[src/rtl/cam_access_ctrl.sv]
// rtl/cam_access_ctrl.sv - sequencer/arbiter sharing a ternary CAM between one writer and one looker
// Lookups flow through a token pipeline; writes run IDLE->ISSUE->BUSY->DONE with a per-entry valid mask.
module cam_access_ctrl #(
  parameter int DATA_WIDTH   = 35,
  parameter int ADDR_WIDTH   = 5,
  parameter int LOOKUP_LAT   = 1,
  parameter int STARVE_LIMIT = 8
) (
  input  logic                       clk,
  input  logic                       rst,
  input  logic                       wr_req,
  input  logic                       wr_inval,
  input  logic [ADDR_WIDTH-1:0]      wr_addr,
  input  logic [DATA_WIDTH-1:0]      wr_data,
  input  logic [DATA_WIDTH-1:0]      wr_care,
  output logic                       wr_ack,
  input  logic                       lk_valid,
  input  logic [DATA_WIDTH-1:0]      lk_data,
  output logic                       lk_ready,
  output logic                       res_valid,
  output logic                       res_hit,
  output logic                       res_multi,
  output logic [ADDR_WIDTH-1:0]      res_addr,
  output logic                       cam_start_write,
  output logic [ADDR_WIDTH-1:0]      cam_waddr,
  output logic [DATA_WIDTH-1:0]      cam_wdata,
  output logic [DATA_WIDTH-1:0]      cam_wcare,
  input  logic                       cam_ready,
  output logic [DATA_WIDTH-1:0]      cam_lookup_data,
  input  logic [(1<<ADDR_WIDTH)-1:0] cam_match_lines
);
  localparam int WORDS = 1 << ADDR_WIDTH;
  localparam int CW    = $clog2(STARVE_LIMIT + 1);

  typedef enum logic [1:0] {IDLE, ISSUE, BUSY, DONE} state_t;

  state_t                state_q;
  logic [WORDS-1:0]      valid_q;
  logic [LOOKUP_LAT-1:0] tok_q, tok_d;
  logic [CW-1:0]         starve_q;
  logic                  busy_wait_q, seen_low_q;
  logic                  wr_ack_q, res_valid_q, res_hit_q, res_multi_q, cam_start_write_q;
  logic [ADDR_WIDTH-1:0] res_addr_q, cam_waddr_q;
  logic [DATA_WIDTH-1:0] cam_wdata_q, cam_wcare_q, cam_lookup_data_q;

  logic                  req_live, starved, write_grant, lk_accept, wr_start;
  logic [WORDS-1:0]      masked;
  logic                  hit_d, multi_d;
  logic [ADDR_WIDTH-1:0] addr_d;

  always_comb begin
    // The requester still holds wr_req in the ack cycle; ignore it there so one request is served once.
    req_live    = wr_req & ~wr_ack_q;
    starved     = (starve_q == CW'(STARVE_LIMIT));
    write_grant = (state_q == IDLE) & req_live & (~lk_valid | starved);
    lk_ready    = cam_ready & (state_q == IDLE) & ~write_grant;
    lk_accept   = lk_valid & lk_ready;
    wr_start    = write_grant & cam_ready & (tok_q == '0);
    tok_d       = tok_q << 1;
    tok_d[0]    = lk_accept;
    masked      = cam_match_lines & valid_q;
    hit_d       = |masked;
    multi_d     = |(masked & (masked - WORDS'(1)));
    addr_d      = '0;
    for (int i = WORDS - 1; i >= 0; i--) begin
      if (masked[i]) addr_d = ADDR_WIDTH'(i);
    end
  end

  always_ff @(posedge clk) begin
    if (!rst) begin
      state_q           <= IDLE;
      valid_q           <= '0;
      tok_q             <= '0;
      starve_q          <= '0;
      busy_wait_q       <= 1'b0;
      seen_low_q        <= 1'b0;
      wr_ack_q          <= 1'b0;
      res_valid_q       <= 1'b0;
      res_hit_q         <= 1'b0;
      res_multi_q       <= 1'b0;
      res_addr_q        <= '0;
      cam_start_write_q <= 1'b0;
      cam_waddr_q       <= '0;
      cam_wdata_q       <= '0;
      cam_wcare_q       <= '0;
      cam_lookup_data_q <= '0;
    end else begin
      wr_ack_q          <= 1'b0;
      cam_start_write_q <= 1'b0;
      tok_q             <= tok_d;
      res_valid_q       <= tok_q[LOOKUP_LAT-1];
      if (tok_q[LOOKUP_LAT-1]) begin
        res_hit_q   <= hit_d;
        res_multi_q <= multi_d;
        res_addr_q  <= addr_d;
      end
      if (lk_accept) cam_lookup_data_q <= lk_data;
      if (req_live & lk_accept & ~starved) starve_q <= starve_q + CW'(1);

      case (state_q)
        IDLE: begin
          if (wr_start) begin
            valid_q[wr_addr] <= 1'b0;
            if (wr_inval) begin
              wr_ack_q <= 1'b1;
              starve_q <= '0;
            end else begin
              cam_waddr_q       <= wr_addr;
              cam_wdata_q       <= wr_data;
              cam_wcare_q       <= wr_care;
              cam_start_write_q <= 1'b1;
              state_q           <= ISSUE;
            end
          end
        end
        ISSUE: begin
          busy_wait_q <= 1'b0;
          seen_low_q  <= 1'b0;
          state_q     <= BUSY;
        end
        BUSY: begin
          // A CAM that never drops ready is assumed to have finished after two cycles.
          if (seen_low_q) begin
            if (cam_ready) state_q <= DONE;
          end else if (!cam_ready) begin
            seen_low_q <= 1'b1;
          end else if (busy_wait_q) begin
            state_q <= DONE;
          end else begin
            busy_wait_q <= 1'b1;
          end
        end
        DONE: begin
          valid_q[cam_waddr_q] <= 1'b1;
          wr_ack_q             <= 1'b1;
          starve_q             <= '0;
          state_q              <= IDLE;
        end
        default: state_q <= IDLE;
      endcase
    end
  end

  assign wr_ack          = wr_ack_q;
  assign res_valid       = res_valid_q;
  assign res_hit         = res_hit_q;
  assign res_multi       = res_multi_q;
  assign res_addr        = res_addr_q;
  assign cam_start_write = cam_start_write_q;
  assign cam_waddr       = cam_waddr_q;
  assign cam_wdata       = cam_wdata_q;
  assign cam_wcare       = cam_wcare_q;
  assign cam_lookup_data = cam_lookup_data_q;
endmodule

[config.mk]
export PLATFORM = sky130hd
export DESIGN_NAME = cam_access_ctrl
export DESIGN_NICKNAME = d
export VERILOG_FILES = /design/src/rtl/cam_access_ctrl.sv
export SDC_FILE = /design/constraint.sdc
export NUM_CORES = 1
export LEC_CHECK = 0
export BUFFER_PORTS_ARGS = -buffer_cell sky130_fd_sc_hd__buf_2
export CAP_MARGIN = 20
export CORE_ASPECT_RATIO = 1.1
export CORE_MARGIN = 5
export CORE_UTILIZATION = 25
export DETAILED_ROUTE_END_ITERATION = 12
export GPL_ROUTABILITY_DRIVEN = 1
export PLACE_DENSITY_LB_ADDON = 0.08
export SETUP_SLACK_MARGIN = 0.05
export SKIP_CTS_REPAIR_TIMING = 1
export SLEW_MARGIN = 5
export SYNTH_ARGS = -nofsm -noshare
export SYNTH_HDL_FRONTEND = slang
export SYNTH_SLANG_ARGS = --single-unit
[constraint.sdc]
create_clock -name clk -period 5.64 [get_ports clk]
set_input_delay 1.128 -clock clk [delete_from_list [all_inputs] [get_ports clk]]
set_output_delay 1.128 -clock clk [all_outputs]
set_load 0.05 [all_outputs]
==> results of run 1 <==
worst max-delay path by stage:
stage                                     end  slack, ps
floorplan                            lk_ready       2450
global placement       res_multi$_SDFFE_PN0P_       2050
detailed placement  cam_wcare[4]$_SDFFE_PN0P_       2060
CTS                                  lk_ready       2360
global route           res_multi$_SDFFE_PN0P_       2200
finish                               lk_ready       2400
worst max-delay path: cells and delay by family:
| kind | cells | cell delay [ps] |
|---|---|---|
| compound gates | 1 | 370 |
| buf+inv | 2 | 510 |
| simple gates | 1 | 100 |
logic make-up (layout without fill, tap and decap cells):
logic type                 after synthesis  after routing  synth area share (%)
and+or+nand+nor                        396            396                  23.4
xor gates and xnor gates                 3              3                 0.365
DFF                                    161            161                  44.7
muxes                                    2              2                 0.278
buffers and inverters                   62            318                  3.47
AOI/OAI and AO/OA                      264            264                  26.7
adders and majority gates                6              6                  1.04
flip-flops by register name (all words and copies together), names as in the netlist, 2 cells and up:
| register | cells |
|---|---|
| cam_wdata | 35 |
| cam_waddr | 5 |
| state_q | 2 |
| cam_wcare | 35 |
| valid_q | 32 |
| res_addr | 5 |
| cam_lookup_data | 35 |
| starve_q | 4 |
per-stage QoR:
step | instances | area (µm²)
floorplan | 894 | 7200
finish | 1518 | 9400
CTS | 1518 | 9400
global route | 1518 | 9400
detailed placement | 1487 | 8850
global placement | 1487 | 8850
Yosys cell counts, drive strengths merged (6+ instances only):
library cell and number:
buf 12, nor3 7, nand4 9, nor2 20
nand2b 6, dfxtp 161, a31oi 6, a22oi 15
inv 14, and2 10, nand3 12, nor2b 6
a21oi 18, ha 6, o21ai 43, nand2 307
clkbuf 36, a21boi 145
power groups by stage:
stage | logic [mW] | registers [mW] | clock network (mW)
after floorplan | 0.204 | 1.39 | 0
after global placement | 0.526 | 1.25 | 0
after detailed placement | 0.523 | 1.25 | 0
after CTS | 0.525 | 1.23 | 1.16
after global routing | 0.565 | 1.23 | 1.20
final | 0.513 | 1.23 | 1.10
cell type report:
cell class | instances | area, µm²
clock buffer | 21 | 460
inverter | 14 | 52.6
fill | 3166 | 19100
clock inverter | 10 | 87.6
tap | 368 | 460
sequential | 161 | 3220
timing repair buffer | 273 | 1380
multi-input combinational | 671 | 3740
layer usage:
layer / up-vias / wire (µm)
li1: 3555 / -
met2: 229 / 12300
met5: - / 27
met4: 4 / 288
met1: 3122 / 10700
met3: 27 / 2110
==> impl_metrics.tcl, run 1 <==
set metrics [dict create \
    fin_crit_ps 3240 \
    clk_pin_slew_ps 60 \
    cts_tree "built" \
    crit_slowest_cell "a311oi_2" \
    globalRoute.totalOverflow 0 \
    synth_cell_types 58 \
    dp_hpwl_mm 18.8 \
    port_buffers 268 \
    routed_via_density 4.57 \
    synth_area_leaders "dfxtp_1 45%, nand2_1 16%, a21boi_0 8.2%, a21boi_1 6.9%, o21ai_0 2.9%" \
    die_area_um2 32300 \
    setup.worst_path.start "lk_valid" \
    min_from "cam_wdata[28]$_SDFFE_PN0P_" \
    path_class "input pin to primary output" \
    antenna_left 0 \
    syn-num-nets 1048 \
    drive_gt1_share_pct 28.2 \
    p_sw_mw 0.877 \
    maxCapViolCount 0 \
    htreeDepth 4 \
    cp_cell_sequence "buf_2 > nand2_1 > a311oi_2 > buf_2" \
    vdd_ir_drop_max_mv 0.139 \
    rsz0062_at_grt "no" \
    hold_path_end "cam_wdata[28]$_SDFFE_PN0P_" \
    cp.arrival_ps 2120 \
    synth-async-reset-ratio_pct 0 \
    drt-total-wl_mm 25.4 \
    globalRouteMet3Util_pct 5.67 \
    final_hold_viol_count 0 \
    yosys_warnings 0 \
    worst_path_most_repeated_cell "buf_2" \
    fin_ws_ps 2400 \
    avgSynthCellArea_um2 8.06 \
    netlist_instances 894 \
    syn_area_um2 7200 \
    pwr-share-comb_pct 18.0 \
    initial_core_util_pct 25.2 \
    hold_class "flip-flop to flip-flop" \
    cts_buffer_depth 2 \
    rows 65 \
    crit_path_end_kind "primary output" \
    first_iter_violations 325 \
    io_pins 269 \
    grt.total_usage_pct 15.5 \
    grt_use_met1_pct 18.5 \
    cts_root_buffer "clkbuf_16" \
    cts_sinks 161 \
    final_nets 1292 \
    preCtsSetupSlack_ps 2060 \
    period_share_pct 57.5 \
    finalSetupViolCount 0 \
    numCtsBuffers 17 \
    antennaDiodeCount 0 \
    antenna_found_initial 2 \
    ys.flop_type "dfxtp_1" \
    cp_max_fo 6 \
    pwr_density_cell_nw_per_um2 302 \
    outcome "finished clean" \
    r2r_slack_ps 2670 \
    mostFrequentLayoutCell "nand2_1" \
    drc_errors 0 \
    start_kind "input pin" \
    seqPwrFrac_pct 43.1 \
    synth_top_cell_by_area "dfxtp_1" \
    fin_hold_ws_ps 448 \
    setup_tns_ps 0 \
    die_h_um 188 \
    vias 6937 \
    r2r-end "cam_wdata[21]$_SDFFE_PN0P_" \
    slowest_delay_ps 370 \
    seq_area_frac_synth_pct 44.7 \
    rr_worst_depth 8 \
    utilization_pct 32.9 \
    coreArea_um2 28500 \
    max_freq_ghz 0.308 \
    clk_latency_ps 430 \
    die_w_um 172 \
    grt_start_max_net_pins 76 \
    r2r-start "state_q[1]$_SDFFE_PN0P_" \
    wl_per_cell_um 16.8 \
    min_path_cells 2 \
    maxSlewViolCount 0 \
    slew-limit-headroom_pct 43.1 \
    intPower_mw 1.97 \
    grt_pass1_vias 6993 \
    firstDrtPassIters 5 \
    total_power_mw 2.84 \
    busiest_layer "met2" \
    synth_top_area_share_pct 44.7 \
    worstMarginPinSlew_ps 854 \
    finalClockSkew_ps 11.3 \
    p_leak_nw 3.85 \
    clkPwrFrac_pct 38.9 \
    grt_util_met2_pct 26.3 \
    area_growth_pct 30.5 \
    grt_pass1_wl_mm 39.6 \
    yosys_register_bits 161 \
    final_cell_mix "307 x nand2_1, 267 x buf_2, 161 x dfxtp_1, 79 x a21boi_0, 66 x a21boi_1" \
    sw_frac_of_total_pct 30.8 \
    critPathRequiredTime_ps 4510 \
    synth_edf_count 0 \
    place_congestion 0.812 \
]
(Power assumes the default switching activity.)
==> inputs of run 2 (changes only) <==
==> constraint.sdc (replaced) <==
create_clock -name clk -period 2.9 [get_ports clk]
set_input_delay 0.58 -clock clk [delete_from_list [all_inputs] [get_ports clk]]
set_output_delay 0.58 -clock clk [all_outputs]
set_load 0.05 [all_outputs]
==> impl_metrics.tcl, run 2 (synthesis gave the netlist of run 1 again) <==
set metrics [dict create \
    hold_class "input pin to flip-flop" \
    cts_buffer_depth 2 \
    utilization_pct 33.6 \
    globalRouteMet3Util_pct 5.95 \
    crit_path_end_kind "primary output" \
    globalRoute.totalOverflow 0 \
    p_leak_nw 3.94 \
    slew-limit-headroom_pct 47.3 \
    path_class "flip-flop to primary output" \
    die_area_um2 32300 \
    mostFrequentLayoutCell "nand2_1" \
    dp_hpwl_mm 19.3 \
    final_hold_viol_count 0 \
    pwr_density_cell_nw_per_um2 589 \
    postLayoutCellArea_um2 9580 \
    place_area_um2 8980 \
    coreArea_um2 28500 \
    period_share_pct 92.8 \
    start_kind "flip-flop" \
    clk_latency_ps 430 \
    antenna_found_initial 5 \
    clk_pin_slew_ps 70 \
    fin_crit_ps 2690 \
    initial_core_util_pct 25.2 \
    rows 65 \
    cts_sinks 161 \
    die_h_um 188 \
    maxCapViolCount 0 \
    cp_max_fo 4 \
    io_pins 269 \
    max_freq_ghz 0.372 \
    cts_root_buffer "clkbuf_16" \
    grt_start_max_net_pins 86 \
    grt_pass1_wl_mm 39.8 \
    critPathRequiredTime_ps 2320 \
    finalSetupViolCount 0 \
    regArea_um2 3220 \
    htreeDepth 4 \
    cts_tree "built" \
    drive_gt1_share_pct 29.1 \
    final_nets 1304 \
    numCtsBuffers 17 \
    port_buffers 268 \
    rsz0062_at_grt "no" \
    maxSlewViolCount 0 \
    grt_pass1_vias 7032 \
    worstMarginPinSlew_ps 790 \
    drc_errors 0 \
    cp.arrival_ps 2110 \
    area_growth_pct 33.0 \
    grt_util_met2_pct 26.3 \
    finalClockSkew_ps 12.5 \
    final_cell_mix "307 x nand2_1, 266 x buf_2, 161 x dfxtp_1, 79 x a21boi_0, 66 x a21boi_1" \
    fillCellCount 3096 \
    firstDrtPassIters 5 \
    outcome "finished clean" \
    drt-total-wl_mm 25.9 \
    multiInputGateArea_um2 3750 \
    routed_via_density 4.63 \
    vdd_ir_drop_max_mv 0.258 \
    grt_use_met1_pct 18.4 \
    first_iter_violations 415 \
    vias 7089 \
    wl_per_cell_um 16.9 \
    busiest_layer "met2" \
    antenna_left 0 \
    setup_tns_ps 0 \
    place_congestion 0.811 \
    grt.total_usage_pct 15.7 \
    die_w_um 172 \
]
==> run 2: changes by cell type in the layout (fill, tap and decap cells not counted), sizes merged <==
cell      change
buf          +11
clkbuf        +1
clkinv        +1
clkinvlp      -1
diode         +1
inv           +1
==> run 2: layout make-up <==
type	instances	area share, %
Clock inverter	11	1.10
Clock buffer	21	5.01
Sequential cell	161	33.6
Inverter	14	0.548
Tap cell	368	4.81
Multi-Input combinational cell	671	39.1
Antenna cell	1	0.0261
Timing Repair Buffer	285	15.8
==> run 2: worst max-delay path, cell delays in order (launching register included) <==
cell      delay [ps]
dfxtp_1          400
inv_1             60
ha_1             200
nand3b_2         140
nand2_1          130
a311oi_4         430
clkbuf_4         330
==> run 2: report_power, final <==
group | total (mW) | internal (mW) | leakage [nW] | switching [mW]
Sequential | 2.38 | 2.31 | 1.30 | 0.0618
Combinational | 1.02 | 0.311 | 2.36 | 0.711
Clock | 2.25 | 1.28 | 0.278 | 0.969
Total | 5.65 | 3.90 | 3.94 | 1.74
==> run 2: layer usage <==
layer | routed length (µm) | vias up
li1 | - | 3590
met1 | 10700 | 3236
met2 | 12400 | 219
met3 | 2100 | 36
met4 | 586 | 8
met5 | 74 | -
==> run 2: final timing paths <==
| kind | start | end | slack [ps] | cells after the start |
|---|---|---|---|---|
| worst max-delay path | starve_q[0]$_SDFF_PN0_ | lk_ready | 210 | 6 |
| worst min-delay path | wr_care[11] | cam_wcare[11]$_SDFFE_PN0P_ | 380 | 3 |
| worst max register to register | state_q[0]$_SDFFE_PN0P_ | valid_q[16]$_SDFFE_PN0P_ | 490 | 8 |
| worst min register to register | cam_wdata[28]$_SDFFE_PN0P_ | cam_wdata[28]$_SDFFE_PN0P_ | 450 | 2 |
==> run 2: through the flow <==
step,worst slack [ps],cells,power (mW),hold WS [ps]
final,209,1532,5.65,378
after detailed placement,427,1499,3.46,442
after CTS,64.7,1531,5.76,354
after global routing,60.1,1532,5.95,367
after floorplan,371,894,3.11,448
after global placement,420,1499,3.46,438
==> inputs of run 3 (changes only) <==
--- a/config.mk
+++ b/config.mk
@@ -9,7 +9,7 @@
 export CAP_MARGIN = 20
 export CORE_ASPECT_RATIO = 1.1
 export CORE_MARGIN = 5
-export CORE_UTILIZATION = 25
+export CORE_UTILIZATION = 45
 export DETAILED_ROUTE_END_ITERATION = 12
 export GPL_ROUTABILITY_DRIVEN = 1
 export PLACE_DENSITY_LB_ADDON = 0.08
==> impl_metrics.tcl, run 3 (synthesis gave the netlist of run 1 again) <==
set metrics [dict create \
    outcome "finished clean" \
    die_area_um2 18600 \
    die_h_um 143 \
    routed_via_density 5.17 \
    cp_max_fo 4 \
    final_cells 1363 \
    firstDrtPassIters 5 \
    antenna_left 0 \
    fin_hold_ws_ps 386 \
    total_power_mw 5.62 \
    path_class "flip-flop to primary output" \
    maxSlewViolCount 0 \
    final_hold_viol_count 0 \
    drt-total-wl_mm 22.1 \
    mostFrequentLayoutCell "nand2_1" \
    hold_class "input pin to flip-flop" \
    max_freq_ghz 0.382 \
    cp.arrival_ps 2030 \
    coreArea_um2 15700 \
    clk_pin_slew_ps 70 \
    slew-limit-headroom_pct 63.2 \
    fin_ws_ps 285 \
    dp.cells 1329 \
    maxCapViolCount 0 \
    drive_gt1_share_pct 28.8 \
    drc_errors 0 \
    place_area_um2 8730 \
    cts_tree "built" \
    cts_buffer_depth 2 \
    grt.total_usage_pct 23.5 \
    initial_core_util_pct 45.8 \
    pwr_density_cell_nw_per_um2 602 \
    finalClockSkew_ps 8.63 \
    antenna_found_initial 1 \
    p_leak_nw 3.93 \
    final_cell_mix "307 x nand2_1, 267 x buf_2, 161 x dfxtp_1, 79 x a21boi_0, 66 x a21boi_1" \
    die_w_um 131 \
    area_growth_pct 29.4 \
    preCtsSetupSlack_ps 426 \
    port_buffers 268 \
    worstMarginPinSlew_ps 548 \
    io_pins 269 \
    final_nets 1302 \
    setup_tns_ps 0 \
    numCtsBuffers 17 \
    postLayoutCellArea_um2 9320 \
    place_congestion 0.899 \
    start_kind "flip-flop" \
    utilization_pct 59.2 \
    cts_root_buffer "clkbuf_16" \
    grt_pass1_vias 6913 \
    rows 48 \
    vias 7050 \
    vdd_ir_drop_max_mv 0.412 \
    fin_crit_ps 2610 \
    critPathRequiredTime_ps 2320 \
    dp_hpwl_mm 16.7 \
    period_share_pct 90.2 \
    globalRoute.totalOverflow 0 \
    first_iter_violations 393 \
    clk_latency_ps 420 \
    finalSetupViolCount 0 \
    grt_pass1_wl_mm 34.9 \
    crit_path_end_kind "primary output" \
    cts_sinks 161 \
    rsz0062_at_grt "no" \
    htreeDepth 4 \
    wl_per_cell_um 16.2 \
    grt_start_max_net_pins 55 \
]
## run 3: changes by cell type in the layout (fill, tap and decap cells not counted), moves of 2 or more
cell        delta
buf_12         -2
clkbuf_1       +2
clkbuf_8       -4
inv_8          +2
clkinvlp_4     -2
## run 3: final cells by class
class / instances / area (µm²)
multi-input cells: 671 / 3730
clock inverters: 13 / 155
fillers: 1571 / 6410
flip-flops and latches: 161 / 3220
clock buffers: 19 / 433
well taps: 200 / 250
inverters: 14 / 52.6
repair buffers: 283 / 1470
diodes: 2 / 5.00
## run 3: metal layers
metal  part of all wire, %  GRT usage, %  vias up
met2                    48          39.8      239
met4                   2.4          8.61        0
li1                      -             -     3574
met1                    40          27.2     3198
met3                   8.8          8.49       39
met5                     0             0        -
## run 3: critical path: stages (launching register included)
cell      delay (ps)
dfxtp_1          390
inv_1             60
ha_1             200
nand3b_2         130
nand2_1          110
a311oi_2         390
buf_2            330
## run 3: path summary, 6_finish.rpt
path	startpoint	end	slack, ps	cells after the start
setup / recovery	starve_q[0]$_SDFF_PN0_	lk_ready	290	6
hold / removal	wr_data[18]	cam_wdata[18]$_SDFFE_PN0P_	390	3
setup reg to reg	state_q[0]$_SDFFE_PN0P_	valid_q[16]$_SDFFE_PN0P_	540	8
hold reg to reg	cam_lookup_data[6]$_SDFFE_PN0P_	cam_lookup_data[6]$_SDFFE_PN0P_	450	2
## run 3: report_power, final
part / leakage [nW] / switching [mW] / internal [mW]
Sequential: 1.30 / 0.0597 / 2.31
Combinational: 2.34 / 0.691 / 0.302
Clock: 0.282 / 0.959 / 1.29
Total: 3.93 / 1.71 / 3.91
